## src/rtl/lsu_mem_ctrl_if.sv

```systemverilog
// Request/response and word-wide RAM port bundle for lsu_mem_ctrl.
// slave = controller view, master = datapath/RAM side view.
interface lsu_mem_ctrl_if;
   logic        req_valid;
   logic        req_ready;
   logic        req_we;
   logic [1:0]  req_size;
   logic        req_unsigned;
   logic [31:0] req_addr;
   logic [31:0] req_wdata;
   logic        resp_valid;
   logic        resp_err;
   logic [31:0] resp_rdata;
   logic        MemWrite;
   logic [31:0] A;
   logic [31:0] WriteData;
   logic [31:0] ReadData;

   modport slave (
      input  req_valid, req_we, req_size, req_unsigned, req_addr, req_wdata, ReadData,
      output req_ready, resp_valid, resp_err, resp_rdata, MemWrite, A, WriteData
   );

   modport master (
      output req_valid, req_we, req_size, req_unsigned, req_addr, req_wdata, ReadData,
      input  req_ready, resp_valid, resp_err, resp_rdata, MemWrite, A, WriteData
   );
endinterface

```

## src/rtl/lsu_mem_ctrl.sv

```systemverilog
// Byte/halfword/word load-store controller in front of a word-wide RAM (RMW for sub-word stores).
// Define LSU_ALIGN_CHECK_EN to report misaligned accesses as errors instead of masking the address.
module lsu_mem_ctrl #(
   parameter logic [31:0] BASE_ADDR = 32'h0000_1000,
   parameter int unsigned MEM_BYTES = 4096
) (
   input  logic          clk,
   input  logic          rst,
   lsu_mem_ctrl_if.slave io_bus
);

   typedef enum logic [1:0] {StIdle, StRd, StWr, StDone} state_e;

   state_e      r_state, w_state_nxt;
   logic        r_we, r_unsigned, r_err;
   logic [1:0]  r_size, r_lane;
   logic [31:0] r_wdata, r_rword, r_a;

   logic        w_hs, w_bad_size, w_out_range, w_err;
   logic [31:0] w_offset, w_addr_eff, w_merged, w_lane, w_rdata;

   assign w_hs        = io_bus.req_valid && (r_state == StIdle);
   assign w_offset    = io_bus.req_addr - BASE_ADDR;
   assign w_bad_size  = (io_bus.req_size == 2'b11);
   assign w_out_range = (io_bus.req_addr < BASE_ADDR) || (w_offset >= 32'(MEM_BYTES));

`ifdef LSU_ALIGN_CHECK_EN
   logic w_misal;
   assign w_misal = ((io_bus.req_size == 2'b01) && io_bus.req_addr[0]) ||
                    ((io_bus.req_size == 2'b10) && (io_bus.req_addr[1:0] != 2'b00));
   assign w_err   = w_bad_size || w_out_range || w_misal;
`else
   assign w_err   = w_bad_size || w_out_range;
`endif

   // Masking is harmless when misalignment is an error: such requests never reach the RAM.
   always_comb begin
      w_addr_eff = io_bus.req_addr;
      if (io_bus.req_size == 2'b01) begin
         w_addr_eff[0] = 1'b0;
      end else if (io_bus.req_size == 2'b10) begin
         w_addr_eff[1:0] = 2'b00;
      end
   end

   always_ff @(posedge clk) begin
      if (!rst) begin
         r_state    <= StIdle;
         r_we       <= 1'b0;
         r_unsigned <= 1'b0;
         r_err      <= 1'b0;
         r_size     <= 2'b00;
         r_lane     <= 2'b00;
         r_wdata    <= '0;
         r_rword    <= '0;
         r_a        <= BASE_ADDR;
      end else begin
         r_state <= w_state_nxt;
         if (w_hs) begin
            r_we       <= io_bus.req_we;
            r_unsigned <= io_bus.req_unsigned;
            r_err      <= w_err;
            r_size     <= io_bus.req_size;
            r_lane     <= w_addr_eff[1:0];
            r_wdata    <= io_bus.req_wdata;
            if (!w_err) begin
               r_a <= {w_addr_eff[31:2], 2'b00};
            end
         end
         if (r_state == StRd) begin
            r_rword <= io_bus.ReadData;
         end
      end
   end

   always_comb begin
      w_state_nxt = r_state;
      unique case (r_state)
         StIdle: begin
            if (w_hs) begin
               if (w_err) begin
                  w_state_nxt = StDone;
               end else if (io_bus.req_we && (io_bus.req_size == 2'b10)) begin
                  w_state_nxt = StWr;
               end else begin
                  w_state_nxt = StRd;
               end
            end
         end
         StRd:    w_state_nxt = r_we ? StWr : StDone;
         StWr:    w_state_nxt = StDone;
         StDone:  w_state_nxt = StIdle;
         default: w_state_nxt = StIdle;
      endcase
   end

   // Merge store data into the captured word; word stores bypass the captured word.
   always_comb begin
      w_merged = r_rword;
      case (r_size)
         2'b00:   w_merged[{r_lane, 3'b000} +: 8]   = r_wdata[7:0];
         2'b01:   w_merged[{r_lane[1], 4'b0000} +: 16] = r_wdata[15:0];
         default: w_merged = r_wdata;
      endcase
   end

   always_comb begin
      w_lane = r_rword >> {r_lane, 3'b000};
      case (r_size)
         2'b00:   w_rdata = {{24{~r_unsigned & w_lane[7]}}, w_lane[7:0]};
         2'b01:   w_rdata = {{16{~r_unsigned & w_lane[15]}}, w_lane[15:0]};
         default: w_rdata = w_lane;
      endcase
   end

   // Gating with rst keeps a reset that lands on WR/DONE from writing or responding.
   assign io_bus.req_ready  = (r_state == StIdle);
   assign io_bus.MemWrite   = (r_state == StWr) && rst;
   assign io_bus.A          = r_a;
   assign io_bus.WriteData  = (r_state == StWr) ? w_merged : '0;
   assign io_bus.resp_valid = (r_state == StDone) && rst;
   assign io_bus.resp_err   = io_bus.resp_valid && r_err;
   assign io_bus.resp_rdata = (io_bus.resp_valid && !r_err && !r_we) ? w_rdata : '0;

endmodule

```

## src/flat_wrapper.sv

```systemverilog
// flat-port wrapper written by rule: the top's interface ports become plain ports
module lsu_mem_ctrl_flat 
#(
   parameter logic [31:0] BASE_ADDR = 32'h0000_1000,
   parameter int unsigned MEM_BYTES = 4096
)
  (clk, rst, io_bus_req_valid, io_bus_req_we, io_bus_req_size, io_bus_req_unsigned, io_bus_req_addr, io_bus_req_wdata, io_bus_ReadData, io_bus_req_ready, io_bus_resp_valid, io_bus_resp_err, io_bus_resp_rdata, io_bus_MemWrite, io_bus_A, io_bus_WriteData);
  lsu_mem_ctrl_if io_bus_i ();
  input  logic clk;
  input  logic rst;
  input wire logic [$bits(io_bus_i.req_valid)-1:0] io_bus_req_valid;
  input wire logic [$bits(io_bus_i.req_we)-1:0] io_bus_req_we;
  input wire logic [$bits(io_bus_i.req_size)-1:0] io_bus_req_size;
  input wire logic [$bits(io_bus_i.req_unsigned)-1:0] io_bus_req_unsigned;
  input wire logic [$bits(io_bus_i.req_addr)-1:0] io_bus_req_addr;
  input wire logic [$bits(io_bus_i.req_wdata)-1:0] io_bus_req_wdata;
  input wire logic [$bits(io_bus_i.ReadData)-1:0] io_bus_ReadData;
  output wire logic [$bits(io_bus_i.req_ready)-1:0] io_bus_req_ready;
  output wire logic [$bits(io_bus_i.resp_valid)-1:0] io_bus_resp_valid;
  output wire logic [$bits(io_bus_i.resp_err)-1:0] io_bus_resp_err;
  output wire logic [$bits(io_bus_i.resp_rdata)-1:0] io_bus_resp_rdata;
  output wire logic [$bits(io_bus_i.MemWrite)-1:0] io_bus_MemWrite;
  output wire logic [$bits(io_bus_i.A)-1:0] io_bus_A;
  output wire logic [$bits(io_bus_i.WriteData)-1:0] io_bus_WriteData;
  assign io_bus_i.req_valid = io_bus_req_valid;
  assign io_bus_i.req_we = io_bus_req_we;
  assign io_bus_i.req_size = io_bus_req_size;
  assign io_bus_i.req_unsigned = io_bus_req_unsigned;
  assign io_bus_i.req_addr = io_bus_req_addr;
  assign io_bus_i.req_wdata = io_bus_req_wdata;
  assign io_bus_i.ReadData = io_bus_ReadData;
  assign io_bus_req_ready = io_bus_i.req_ready;
  assign io_bus_resp_valid = io_bus_i.resp_valid;
  assign io_bus_resp_err = io_bus_i.resp_err;
  assign io_bus_resp_rdata = io_bus_i.resp_rdata;
  assign io_bus_MemWrite = io_bus_i.MemWrite;
  assign io_bus_A = io_bus_i.A;
  assign io_bus_WriteData = io_bus_i.WriteData;
  lsu_mem_ctrl #(.BASE_ADDR(BASE_ADDR), .MEM_BYTES(MEM_BYTES)) u_core (.clk(clk), .rst(rst), .io_bus(io_bus_i));
endmodule
```

## config.mk

```make
export PLATFORM = sky130hd
export DESIGN_NAME = lsu_mem_ctrl_flat
export DESIGN_NICKNAME = d
export VERILOG_FILES = /design/src/rtl/lsu_mem_ctrl_if.sv /design/src/rtl/lsu_mem_ctrl.sv /design/src/flat_wrapper.sv
export SDC_FILE = /design/constraint.sdc
export NUM_CORES = 1
export LEC_CHECK = 0
export CORE_ASPECT_RATIO = 1.1
export CORE_MARGIN = 1.5
export CORE_UTILIZATION = 45
export DETAILED_ROUTE_END_ITERATION = 8
export PLACE_DENSITY = 0.77
export SLEW_MARGIN = 20
export SYNTH_ARGS = -nofsm -noshare
export SYNTH_HDL_FRONTEND = slang
export SYNTH_SLANG_ARGS = --single-unit
```

## constraint.sdc

```tcl
create_clock -name clk -period 3.05 [get_ports clk]
set_input_delay 0.61 -clock clk [delete_from_list [all_inputs] [get_ports clk]]
set_output_delay 0.61 -clock clk [all_outputs]
set_load 0.01 [all_outputs]
```

==> metrics.cfg, run 1 <==
[final_layout]
multiInputGateArea_mm2 = 0.00323
drive_gt1_share_pct = 10.8
final_cell_area_mm2 = 0.00828
areaGrowthSynthToFinish_pct = 50.6
nets = 1007
layout_commonest_cell = clkdlybuf4s50_1
nFillCells = 997
instances_no_fill = 1054
register_area_mm2 = 0.00207
final_util_pct = 69.1
n_antenna_cell = 0
layout_common_cells = 136 x clkdlybuf4s50_1, 125 x nand2_1, 100 x dfxtp_1

[synthesis]
synth_seq_area_share_pct = 37.5
synth-xor-area-share_pct = 0
synth_edf_count = 0
synth_cells = 697
postSynthAreaPerCell_um2 = 7.89
synth_cell_types = 49
yosysWarnings = 0
synth_top_family_by_area = simple AND/OR/NAND/NOR gates
synthMuxAreaShare_pct = 9.33
synth_ff_type = dfxtp_1
synth_compound_area_share_pct = 20.4
synth_adder_area_share_pct = 2.05
synth-async-reset-ratio_pct = 0
yosys.area_share.simple_pct = 24.9
ys_ff_latch = 103
syn_area_mm2 = 0.00550

[sta]
clock.fmax_mhz = 334
drv_slew = 0
fin_crit_ns = 3.00
fin_crit_sh_pct = 98.2
worst_pin_slew_ns = 0.523
slew_headroom_pct = 65.1
hold_violations = 0
skew_ns = 0.00770
rsz0062_at_grt = yes
timing.hold.ws_ns = 0.457
finalSetupViolCount = 0

[place]
dp_hpwl_um = 14200
place_congestion = 0.916
dpl-instance-area_mm2 = 0.00773
port_buffers = 200
dp_cells = 1028

[grt]
grt-ovfl-total = 0
grt_pass1_wl_um = 30700
grt_max_degree = 82
antenna_found_initial = 0
grt.total_usage_pct = 30.5
grt_pass1_vias = 5996

[floorplan]
rows = 42
die_w_um = 108
pin_count = 203
dieHeight_um = 119
coreArea_mm2 = 0.0120
die_area_mm2 = 0.0129
start_util_pct = 45.9

[worst_setup_path]
cp-start-kind = flip-flop
crit_slowest_cell = dfxtp_2
crit_top_cell = buf_4
cp_top_family = buffers and inverters
critPathRequiredTime_ns = 2.44
cp.arrival_ns = 2.39
end_kind = primary output
crit_fanout = 4
max_stage_delay_ns = 0.37
worstSetupPathType = reg -> out
crit_path_cell_trace = inv_4 -> buf_4 -> ha_1 -> nor2b_1 -> a31o_4 -> buf_4 -> a22oi_2 -> o21ai_1 -> and2_1 -> dlygate4sd2_1
critPathBufInv = 4

[outcome]
status = completed

[cts]
cts_hold_buffers = 0
cts-root-buf = clkbuf_16
numCtsBuffers = 9
clk_pin_slew_ns = 0.07
numClockSinks = 103
ctsHtreeMaxLevel = 3
cts_tree = yes
clkLatencyLatePin_ns = 0.35
clockBufferDepth = 2

[pwr]
power.density_mw_per_mm2 = 607
total_power_mw = 5.03
power.leakage_nw = 3.52
peakVddDrop_mv = 0.336

[flow_run]
cap_violations = 0

[detailed_routing]
wl_per_cell_um = 18.5
routed_wl_um = 19500
vias_per_cell = 5.63
route.detailed.drc = 0
antenna_left = 0
drtIter0Drc = 572
vias = 5938
first_pass_iters = 7

[hold_path]
min_path_type = reg -> reg

## per-stage QoR
stage | setup TNS, ns | setup slack [ns]
3_5_place_dp | -3.12 | -0.165
6_report | 0 | 0.0542
4_1_cts | -0.0410 | -0.0410
2_1_floorplan | 0 | 0.344
5_1_grt | -0.00670 | -0.00527
3_3_place_gp | -1.90 | -0.113
## per-layer routing
metal	part of all wire [%]	track usage, %	routed length (µm)	up-vias
li1	-	-	-	2848
met1	39	36.0	7530	2782
met2	49	52.0	9570	262
met3	8.9	7.22	1730	46
met4	3.3	13.2	652	0
met5	0	0	0	-
## cells in the mapped netlist, types with 12 or more instances
cell type  instances  area, µm²
a222oi_1          16        160
a22oi_1           16        120
inv_1             15       56.3
nand4_1           12       75.1
o21ai_0           32        160
nor2_1            51        191
nand2_1          126        473
dfxtp_1          103       2060
o31ai_1           13       97.6
clkbuf_1          43        161
and3_1            21        131
and2_1            20        125
a211oi_1          14        105
nor2b_1           26        163
mux2i_1           49        490
a21oi_1           67        335
## worst min-delay path: cells and delay by family, from the launching register on
family	cells	cell delay, ns
flip-flops	1	0.31
AO/OA/AOI/OAI	1	0.05
AND/OR/NAND/NOR	1	0.05
## worst paths after layout
kind                              startpoint                          endpoint  slack (ns)  cells after the start
max reg2reg   u_core.r_state[1]$_SDFFE_PN0P_  u_core.io_bus.A[18]$_SDFFE_PN0P_        0.90                      5
min          u_core.r_wdata[23]$_SDFFE_PN0P_   u_core.r_wdata[23]$_SDFFE_PN0P_        0.46                      2
min reg2reg  u_core.r_wdata[23]$_SDFFE_PN0P_   u_core.r_wdata[23]$_SDFFE_PN0P_        0.46                      2
max            u_core.r_lane[0]$_SDFFE_PN0P_              io_bus_WriteData[22]        0.05                     10
## registers in the layout, summed over array words and instances (netlist names)
| signal | cells |
|---|---|
| u_core.r_rword | 32 |
| u_core.r_we | 1 |
| u_core.r_lane | 2 |
| u_core.r_wdata | 32 |
| u_core.r_unsigned | 1 |
| u_core.r_state | 2 |
| u_core.r_err | 1 |
| u_core.io_bus.A | 30 |
| u_core.r_size | 2 |
## layout make-up
cell class | instances | share of cell area (%)
clock buffers | 9 | 2.72
flip-flops and latches | 103 | 25.0
repair buffers | 244 | 28.8
well taps | 154 | 2.33
multi-input cells | 521 | 39.1
clock inverters | 7 | 1.31
inverters | 16 | 0.786
## power breakdown
part / internal, mW / leakage (nW) / switching [mW] / total [mW]
clock: 0.739 / 0.164 / 0.555 / 1.29
sequential: 1.55 / 0.840 / 0.289 / 1.84
combinational: 0.856 / 2.52 / 1.03 / 1.89
total: 3.15 / 3.52 / 1.88 / 5.03
## timing repair
action | 4_1_cts | 5_1_grt
gates cloned | 0 | 1
buffers inserted | 4 | 5
setup endpoints to repair | 62 | 43
resized for setup | 65 | 50
pin swaps | 12 | 15
## kinds of logic after synthesis
family / Yosys count
other cells: 1
flops: 103
buf+inv: 74
simple gates: 285
mux: 50
fa+ha+maj: 9
compound gates: 175
Note: power is estimated with default switching activity, not from simulation.
==> run 2: changes to the inputs <==
--- a/config.mk
+++ b/config.mk
@@ -6,7 +6,7 @@
 export NUM_CORES = 1
 export LEC_CHECK = 0
 export CORE_ASPECT_RATIO = 1.1
-export CORE_MARGIN = 1.5
+export CORE_MARGIN = 8
 export CORE_UTILIZATION = 45
 export DETAILED_ROUTE_END_ITERATION = 8
 export PLACE_DENSITY = 0.77
==> constraint.sdc (replaced) <==
create_clock -name clk -period 2.85 [get_ports clk]
set_input_delay 0.57 -clock clk [delete_from_list [all_inputs] [get_ports clk]]
set_output_delay 0.57 -clock clk [all_outputs]
set_load 0.01 [all_outputs]
==> metrics.cfg, run 2 (same netlist as run 1, synthesis figures left out) <==
[outcome]
status = finished with violations
violations = setup timing

[worst_setup_path]
critPathRequiredTime_ns = 2.28  ; -0.16 ns
crit_fanout = 3  ; -1
cp-start-kind = flip-flop
cp.arrival_ns = 2.31  ; -0.08 ns
end_kind = primary output
worstSetupPathType = reg -> out

[pwr]
switchingPower_mw = 1.94  ; +3.1%
power_frac_seq_pct = 38.5  ; +1.8 points
power.leakage_nw = 3.23  ; -8.2%
p_comb_share_pct = 39.5  ; +1.9 points
swShare_pct = 37.7  ; +0.33 points
internal_power_mw = 3.20  ; +1.6%
p_clk_share_pct = 22.0  ; -3.7 points
peakVddDrop_mv = 0.336  ; about the same
power.density_mw_per_mm2 = 635  ; +4.5%

[place]
dp_cells = 1031  ; +0.29%
dpl-instance-area_mm2 = 0.00777  ; +0.62%
place_congestion = 0.898  ; -2.0%
dp_hpwl_um = 15800  ; +11%
port_buffers = 200  ; unchanged

[sta]
layout_setup_ws_ns = -0.0330  ; -0.0871 ns
hold_violations = 0  ; unchanged
skew_ns = 0.00679  ; -0.000909 ns
fin_crit_sh_pct = 101
drv_slew = 0  ; unchanged
rsz0062_at_grt = yes
slew_headroom_pct = 59.0  ; -6.1 points
clock.fmax_mhz = 347
finalSetupViolCount = 1  ; +1
fin_crit_ns = 2.88
worst_pin_slew_ns = 0.612  ; +0.0889 ns

[final_layout]
instances_no_fill = 1059  ; +0.47%
nFillCells = 1024  ; +2.7%
layout_commonest_cell = clkdlybuf4s50_1
layout_common_cells = 136 x clkdlybuf4s50_1, 123 x nand2_1, 100 x dfxtp_1
nets = 1013  ; +0.60%
drive_gt1_share_pct = 15.5  ; +4.7 points
areaGrowthSynthToFinish_pct = 47.2
final_cell_area_mm2 = 0.00809  ; -2.3%

[cts]
clk_pin_slew_ns = 0.07  ; about the same
cts-root-buf = clkbuf_16
numCtsBuffers = 9  ; unchanged
cts_hold_buffers = 0  ; unchanged
clockBufferDepth = 2  ; unchanged
cts_tree = yes
numClockSinks = 103  ; unchanged
clkLatencyLatePin_ns = 0.34  ; about the same
ctsHtreeMaxLevel = 3  ; unchanged

[floorplan]
pin_count = 203  ; unchanged
dieHeight_um = 132  ; +11%
start_util_pct = 45.9  ; unchanged
coreArea_mm2 = 0.0120  ; unchanged
die_area_mm2 = 0.0160  ; +24%
die_w_um = 121  ; +12%
rows = 42  ; unchanged

[detailed_routing]
drtIter0Drc = 567  ; -0.87%
route.detailed.drc = 0  ; unchanged
vias = 5884  ; -0.91%
wl_per_cell_um = 19.2  ; +4.0%
first_pass_iters = 6  ; -1
routed_wl_um = 20300  ; +4.5%
vias_per_cell = 5.56  ; -1.4%
antenna_left = 0  ; unchanged

[grt]
grt_max_degree = 38  ; -54%
grt_pass1_vias = 5835  ; -2.7%
grt-ovfl-total = 0  ; unchanged
grt.total_usage_pct = 24.6  ; -5.9 points
antenna_found_initial = 1  ; +1
grt_pass1_wl_um = 31800  ; +3.5%

[flow_run]
cap_violations = 0  ; unchanged

[hold_path]
min_path_type = reg -> reg

-- run 2: changes by cell type in the layout (fill, tap and decap cells not counted), sizes merged --
cell and change:
buf +27, clkbuf +17, dlygate4sd2 -16, dlymetal6s2s -16
clkdlybuf4s15 -5, inv -4, bufinv -2, clkinv +1
clkinvlp +1, diode +1, dlygate4sd1 +1
-- run 2: worst paths after layout --
kind	from	to	slack [ns]	cells after the start
max	u_core.r_lane[0]$_SDFFE_PN0P_	io_bus_WriteData[20]	-0.03	11
min	u_core.r_wdata[28]$_SDFFE_PN0P_	u_core.r_wdata[28]$_SDFFE_PN0P_	0.45	2
max reg2reg	u_core.r_state[0]$_SDFFE_PN0P_	u_core.io_bus.A[24]$_SDFFE_PN0P_	0.85	5
min reg2reg	u_core.r_wdata[28]$_SDFFE_PN0P_	u_core.r_wdata[28]$_SDFFE_PN0P_	0.45	2
-- run 2: critical path, stage by stage, from the launching register on --
cell     delay (ns)
dfxtp_4        0.37
inv_4          0.05
buf_6          0.12
ha_1           0.18
nor2b_1        0.14
a31o_2         0.24
buf_4          0.14
buf_4          0.13
a22oi_2        0.22
o21ai_1        0.09
and2_1         0.16
buf_2          0.13
-- run 2: per-stage QoR --
step | worst slack (ns) | power [mW] | setup TNS [ns] | hold WS [ns] | util (%)
after floorplan | 0.184 | 3.11 | 0 | 0.436 | -
after global placement | -0.242 | 3.88 | -5.62 | 0.430 | 64.9
after detailed placement | -0.297 | 3.94 | -7.28 | 0.437 | 64.9
after CTS | -0.0787 | 5.10 | -0.394 | 0.456 | 67.4
after global routing | -0.0975 | 5.42 | -0.426 | 0.473 | 67.5
final | -0.0330 | 5.14 | -0.0330 | 0.454 | 67.5
-- run 2: power by group through the flow --
stage          sequential [mW]  combinational, mW  clock [mW]
2_1_floorplan             1.83               1.27           0
6_report                  1.98               2.03        1.13
5_1_grt                   2.00               2.22        1.20
3_3_place_gp              1.98               1.91           0
4_1_cts                   1.96               2.00        1.14
3_5_place_dp              1.98               1.95           0
-- run 2: what timing repair did --
action,4_1_cts,5_1_grt
pin swaps,25,24
buffers inserted,11,2
gates resized for setup,147,80
endpoints found under the hold margin,0,0
setup endpoints to repair,64,47
-- run 2: cell type report --
class,instances,area (µm²),area share (%)
inverters,16,62.6,0.773
multi-input cells,521,3250,40.2
well taps,154,193,2.38
flip-flops and latches,103,2070,25.6
clock inverters,3,21.3,0.263
repair buffers,250,2250,27.8
clock buffers,11,243,3.00
diodes,1,2.50,0.0309
-- run 2: routing by layer --
metal | vias to the layer above | wire length, µm | track usage [%]
li1 | 2862 | - | -
met1 | 2727 | 8150 | 28.5
met2 | 255 | 9710 | 40.7
met3 | 40 | 1830 | 7.37
met4 | 0 | 648 | 11.0
met5 | - | 0 | 0
